$ cat config.mk
export PLATFORM = sky130hd
export DESIGN_NAME = ram_burst_controller
export DESIGN_NICKNAME = d
export VERILOG_FILES = /design/src/rtl/ram_burst_controller.sv
export SDC_FILE = /design/constraint.sdc
export NUM_CORES = 1
export LEC_CHECK = 0
export ABC_AREA = 1
export CAP_MARGIN = 15
export CORE_MARGIN = 5
export CORE_UTILIZATION = 36
export CTS_BUF_LIST = sky130_fd_sc_hd__clkbuf_8 sky130_fd_sc_hd__clkbuf_16
export DETAILED_ROUTE_END_ITERATION = 10
export PLACE_DENSITY = 0.88
export SYNTH_ARGS = -nofsm -noshare
export SYNTH_HDL_FRONTEND = slang
export SYNTH_SLANG_ARGS = --single-unit
$ cat constraint.sdc
create_clock -name clk -period 4 [get_ports clk]
set_input_delay 0.8 -clock clk [delete_from_list [all_inputs] [get_ports clk]]
set_output_delay 0.8 -clock clk [all_outputs]
set_load 0.02 [all_outputs]
$ cat src/rtl/ram_burst_controller.sv
// Burst-mode front end for one MCB user port (p0).
// Handles request/ready handshakes from the user, loads whole write bursts
// into the MCB write FIFO before issuing the command, streams read bursts
// back out, and keeps a sticky error flag.
module ram_burst_controller #(
  parameter int PORT_BITS  = 32,
  parameter int MAX_BURST  = 64,
  parameter int ADDR_WIDTH = 26
) (
  input  logic                   clk,
  input  logic                   reset,
  // user request side
  input  logic                   req_valid,
  output logic                   req_ready,
  input  logic                   req_write,
  input  logic [ADDR_WIDTH-1:0]  req_addr,
  input  logic [6:0]             req_len,
  input  logic                   wr_valid,
  output logic                   wr_ready,
  input  logic [PORT_BITS-1:0]   wr_data,
  output logic                   rd_valid,
  input  logic                   rd_ready,
  output logic [PORT_BITS-1:0]   rd_data,
  output logic                   busy,
  output logic                   error,
  // MCB p0 side
  input  logic                   calib_done,
  output logic                   cmd_en,
  output logic [2:0]             cmd_instr,
  output logic [5:0]             cmd_bl,
  output logic [29:0]            cmd_byte_addr,
  input  logic                   cmd_full,
  output logic                   mwr_en,
  output logic [PORT_BITS-1:0]   mwr_data,
  output logic [PORT_BITS/8-1:0] mwr_mask,
  input  logic                   mwr_full,
  input  logic                   mwr_underrun,
  output logic                   mrd_en,
  input  logic [PORT_BITS-1:0]   mrd_data,
  input  logic                   mrd_empty,
  input  logic                   mrd_overflow
);

  localparam int BYTE_SHIFT = $clog2(PORT_BITS / 8);

  typedef enum logic [2:0] {
    S_FLUSH,
    S_WAIT_CAL,
    S_IDLE,
    S_WR_FILL,
    S_WR_CMD,
    S_RD_CMD,
    S_RD_DATA
  } state_t;

  state_t                state_q, state_d;
  logic [ADDR_WIDTH-1:0] addr_q, addr_d;
  logic [6:0]            len_q, len_d;
  logic                  write_q, write_d;
  logic [6:0]            count_q, count_d;
  logic                  error_q, error_d;

  logic                  accept;
  logic                  illegal_len;
  logic                  last_word;

  assign accept      = req_valid && req_ready;
  assign illegal_len = (req_len == 7'd0) || (req_len > 7'(MAX_BURST));
  assign last_word   = (7'(count_q + 7'd1) == len_q);

  // Command fields come straight from the latched request.
  assign cmd_instr     = write_q ? 3'b000 : 3'b001;
  assign cmd_bl        = 6'(len_q - 7'd1);
  assign cmd_byte_addr = 30'(addr_q) << BYTE_SHIFT;
  assign mwr_mask      = '0;
  assign mwr_data      = wr_data;
  assign rd_data       = mrd_data;
  assign error         = error_q;

  // State and datapath registers with synchronous active-low reset.
  always_ff @(posedge clk) begin
    if (!reset) begin
      state_q <= S_FLUSH;
      addr_q  <= '0;
      len_q   <= '0;
      write_q <= 1'b0;
      count_q <= '0;
      error_q <= 1'b0;
    end else begin
      state_q <= state_d;
      addr_q  <= addr_d;
      len_q   <= len_d;
      write_q <= write_d;
      count_q <= count_d;
      error_q <= error_d;
    end
  end

  // Next-state logic: transitions, request latching, word counting, sticky error.
  always_comb begin
    state_d = state_q;
    addr_d  = addr_q;
    len_d   = len_q;
    write_d = write_q;
    count_d = count_q;
    error_d = error_q | mwr_underrun | mrd_overflow;
    unique case (state_q)
      S_FLUSH: begin
        if (mrd_empty) state_d = S_WAIT_CAL;
      end
      S_WAIT_CAL: begin
        if (calib_done) state_d = S_IDLE;
      end
      S_IDLE: begin
        if (accept) begin
          addr_d  = req_addr;
          len_d   = req_len;
          write_d = req_write;
          count_d = '0;
          if (illegal_len) begin
            error_d = 1'b1;
          end else begin
            state_d = req_write ? S_WR_FILL : S_RD_CMD;
          end
        end
      end
      S_WR_FILL: begin
        if (mwr_en) begin
          count_d = 7'(count_q + 7'd1);
          if (last_word) state_d = S_WR_CMD;
        end
      end
      S_WR_CMD: begin
        if (cmd_en) state_d = S_IDLE;
      end
      S_RD_CMD: begin
        if (cmd_en) begin
          count_d = '0;
          state_d = S_RD_DATA;
        end
      end
      S_RD_DATA: begin
        if (mrd_en) begin
          count_d = 7'(count_q + 7'd1);
          if (last_word) state_d = S_IDLE;
        end
      end
      default: state_d = S_FLUSH;
    endcase
  end

  // Output decode: handshakes and MCB strobes for the current state.
  always_comb begin
    req_ready = 1'b0;
    busy      = 1'b0;
    wr_ready  = 1'b0;
    rd_valid  = 1'b0;
    cmd_en    = 1'b0;
    mwr_en    = 1'b0;
    mrd_en    = 1'b0;
    unique case (state_q)
      S_FLUSH:    mrd_en = !mrd_empty;
      S_WAIT_CAL: ;
      S_IDLE:     req_ready = 1'b1;
      S_WR_FILL: begin
        busy     = 1'b1;
        wr_ready = !mwr_full;
        mwr_en   = wr_valid && !mwr_full;
      end
      S_WR_CMD, S_RD_CMD: begin
        busy   = 1'b1;
        cmd_en = !cmd_full;
      end
      S_RD_DATA: begin
        busy     = 1'b1;
        rd_valid = !mrd_empty;
        mrd_en   = !mrd_empty && rd_ready;
      end
      default: ;
    endcase
  end

endmodule

; ---- After elaboration in Yosys (flattened, before gate mapping)
; Index checks and enable logic that the tools add are counted.
[classes]
add_sub_neg = 2
n_lt_le_gt_ge = 1
n_eq_ne = 17
muxes = 28
bitwise = 2
n_reduce_logical = 15
[ops]
columns = operator, n
row1 = 3-bit 2-to-1 mux, 11
row2 = 7-bit 2-to-1 mux, 4
row3 = 7-bit case mux with 4 select lines, 1
row4 = 3-bit case mux with 7 select lines, 1
row5 = 2-bit inequality test (second input constant), 10
row6 = 1-bit 2-to-1 mux, 10
row7 = 10-bit AND reduction, 1
row8 = 3-bit equality test (second input constant), 3
row9 = 7-bit by 1-bit adder with 7-bit output (second input constant), 1
row10 = 7-bit equality test, 1
row11 = 7-bit > comparator (second input constant), 1
row12 = 7-bit zero test, 1
row13 = 3-bit by 2-bit equality test with 1-bit output (second input constant), 2
row14 = 6-bit by 1-bit subtractor with 6-bit output (second input constant), 1
row15 = 5-bit AND reduction, 1
row16 = 4-bit nonzero test, 1
row17 = 4-bit OR reduction, 1
row18 = 3-bit by 1-bit equality test with 1-bit output (second input constant), 1
row19 = 1-bit logical AND, 3
row20 = 1-bit zero test, 3
row21 = 3-bit zero test, 1
row22 = 1-bit OR, 2
row23 = 1-bit case mux with 2 select lines, 1
row24 = 2-bit AND reduction, 1
row25 = other kinds (2), 2
[totals]
ff_bits = 45
output_inout_bits = 115
wordCells = 71

; ---- Longest topological paths before layout
[depth]
depth_word = 5
depth_mapped = 14
mapped_depth_nobuf = 14

; ---- Least setup slack after synthesis
; OpenSTA, ideal clock, no wires.
[synth_path]
kind = in2out
from = in mrd_empty
to = out mrd_en
arrival_ns = 1.616
path_slack_ns = 1.584
cell_stages = 3
n_path_buf = 0
cell_sequence = nor3_1 > nand2_1 > nand2_1
[synth_between]
elab_chain_cells = 3
[synth_rtl]
columns = element, line_no
row1 = from (decl), 40  ; input logic mrd_empty,
row2 = 1-bit zero test *, "162, 177"
row3 = 1-bit logical AND, 177  ; mrd_en = !mrd_empty && rd_ready;
row4 = 1-bit case mux with 2 select lines *, 161  ; unique case (state_q)
row5 = to (decl), 38  ; output logic mrd_en,
; Mark *: on every way between the ends. The rest lies on a longest branch, timed or not.

; ---- Worst setup path in the final report
; Same ends and word-level chain as after synthesis.

==> summary.txt <==
Status
  – Status: finished clean

Clock network
  – Later-pin clock latency in the skew report: 0.30 ns
  – Hold buffers post-CTS: 0
  – Clock Path Buffers: 2
  – Cts repair resizes: 0
  – # H-tree levels: 2
  – CTS tree: yes
  – Post-CTS Setup Bufs: 0
  – CTS root buffer: clkbuf_8
  – Clock Sinks: 45
  – Clk slew on worst S/H paths: approximately 0.090 ns
  – CTS buffer count: 5

Route
  – Routed WL: slightly below 7000 um
  – Vias per cell: approximately 4.8
  – Drt drc: 0
  – Post-route antenna net violation count: 0
  – Wire per inst: about 13 um
  – Vias: ~2,400
  – Initial DRC Count: approximately 130
  – TritonRoute pass-1 iters: 4

Die
  – Starting density of the core: 0.372
  – Horiz. Die Dim: ~97 um
  – Top-level port count: 224
  – Die height: just under 100 um
  – Core box area: roughly 7300 um2
  – Die ar.: ~9400 um2
  – Rows: 31

Placement
  – DP Wirelength: approximately 5200 um
  – IO buf count: 85
  – RePlAce Congestion: roughly 0.84
  – Dpl cell area: about 3100 um2
  – DP Worst Slack: approximately 0.94 ns

Timing
  – Finish-stage setup viols: 0
  – Min cycle time layout: between 3 and 4 ns
  – Final WS setup: just over 0.9 ns
  – Tcrit/Tclk final: 0.771
  – Slew Viols, Final: 0
  – Final Hold Fails: 0
  – F_max: roughly 320 MHz
  – Clk_skew: about 0.0069 ns
  – TNS Setup: 0 ns
  – RSZ-0062 raised after global routing: no
  – Worst hold margin: roughly 0.46 ns
  – Least-Margin Pin Slew: 1.03 ns
  – Relative slew slack: 0.314

Synth
  – Synth Flop Type: dfxtp_1
  – Async SR Flop Fraction: 0
  – Share of the synthesized area in the top cell type: 0.330
  – Synth Cell Area: 2730 um2
  – Synth Warn #: 0
  – Ranking of synthesized cells by area: dfxtp_1 33%, buf_4 20%, nor2_1 12%, nand2_1 6.6%, o21ai_0 6.4%
  – Syn avg cell area: 6.84 um2
  – Sequential area share after synthesis: 0.330
  – Yosys reg bits: 45
  – EDFF count, synth: 0
  – Mapped Cells: between 300 and 400
  – Synth cell types: 25
  – Area leader, netlist: dfxtp_1

Min path
  – Min-Delay Path Depth: 2
  – Hold Crit Start: write_q$_SDFFE_PN0P_
  – Worst hold path endpoint: write_q$_SDFFE_PN0P_
  – Worst Hold Class: register to register

Power
  – Leak: 1.39 nW
  – Pwr dens: 505 nW/um2
  – Maximum VDD drop: just under 0.0003 V

GRT
  – Gr usage total: 0.141
  – Initial antenna violation count: 0
  – Congestion Overflow GR: 0
  – First-pass GRT wire length: ~11,000 um
  – Vias in the first global route: about 2,500
  – Largest net degree at the start of global routing: 39

Setup path
  – Worst EP arrival: between 2 and 2.5 ns
  – Critical path's slowest cell: clkdlybuf4s50_1
  – R2r endpoint: len_q[4]$_SDFFE_PN0P_
  – Crit path max-delay family: buffers and inverters
  – Worst Reg-to-Reg Cells: 7
  – CP required: about 3.2 ns
  – Max FO, Critical Path: 3
  – Worst-path cell chain: clkdlybuf4s50_1 -> nor3_1 -> nand2_1 -> nand2_1 -> clkdlybuf4s50_1
  – CP endpoint kind: output pin
  – Launching point of the worst reg2reg path: state_q[2]$_SDFFE_PN0P_
  – CP Class: input pin to output pin
  – CP bufs+invs: 2
  – Crit-path max cell delay: about 0.6 ns
  – Flop-to-flop setup slack: around 1.8 ns
  – Startpoint types: input pin

Layout
  – Final instance area: 3270 um2
  – Share of layout cells above drive strength 1: 0.0481
  – Net count, final: approximately 530
  – Commonest non-fill, non-tap cell in the layout: clkdlybuf4s50_1
  – Most frequent cells in the layout: 85 x clkdlybuf4s50_1, 83 x nor2_1, 48 x nand2_1
  – Area Growth Syn to Fin: 19.6%
  – Antenna cell count: 0

Flow run
  – Max cap viols: 0
## worst reg2reg max path, stage by stage, from the launching register on
cell     delay [ns]
dfxtp_1        0.36
nor2_2         0.21
nand2_1        0.16
nor2_2         0.10
buf_4          0.29
inv_1          0.50
o21ai_0        0.37
a21oi_1        0.07
## registers in the layout, indices dropped and copies added, names as in the netlist
name / cells
state_q: 3
write_q: 1
error: 1
len_q: 7
count_q: 7
addr_q: 26
## power by group
part	total (mW)	internal [mW]	switching, mW	leakage [nW]
Combinational	0.716	0.305	0.412	0.970
Sequential	0.573	0.520	0.0528	0.366
Clock	0.361	0.203	0.158	0.0574
Total	1.65	1.03	0.623	1.39
## cell families after synthesis
kind of cell               share of synthesized area
and+or+nand+nor                                0.266
buffers and inverters                          0.270
AOI/OAI and AO/OA                              0.104
DFF                                            0.330
xor gates and xnor gates                      0.0192
adders and majority gates                    0.00916
other                                        0.00137
## area by class of cell
type	instances	area, um2
Clock buffer	6	82.6
Clock inverter	2	37.5
Fill cell	712	4070
Timing Repair Buffer	87	866
Multi-Input combinational cell	242	1130
Inverter	34	128
Sequential cell	45	901
Tap cell	99	124
## synth_stat cells (2+ instances only)
library cell and n:
inv_2 2, ha_1 2, nor2_2 3, o21ai_0 35, dfxtp_1 45, buf_2 5, o211ai_1 2, xor2_1 5
nor3_1 7, nand2_1 48, clkbuf_1 8, nor2_1 84, buf_4 74, a22oi_1 3, nand3_1 19, nand4_1 4
inv_1 32, a21oi_1 14
## how the worst max path moves through the flow
stage	start	endpoint	slack (ns)	cells past startpoint
after floorplan	mrd_empty	mrd_en	1.58	3
after global placement	mrd_empty	mrd_en	1.00	5
after detailed placement	mrd_empty	mrd_en	0.94	5
after CTS	mrd_empty	mrd_en	0.93	5
after global routing	mrd_empty	mrd_en	0.87	5
final	mrd_empty	mrd_en	0.91	5
## per-stage QoR
| stage | cells | total power, mW | util |
|---|---|---|---|
| after floorplan | 408 | 1.09 | - |
| after global placement | 507 | 1.29 | 0.429 |
| after detailed placement | 507 | 1.30 | 0.429 |
| after CTS | 515 | 1.67 | 0.445 |
| after global routing | 515 | 1.75 | 0.445 |
| final | 515 | 1.65 | 0.445 |
## routing by layer
metal / vias up / wire, um / global-route usage
met5: - / 0 / 0
met1: 1107 / 2490 / 0.140
met4: 0 / 228 / 0.0778
li1: 1206 / - / -
met2: 99 / 3230 / 0.237
met3: 36 / 846 / 0.0739
Power figures use the tool's default switching activity.
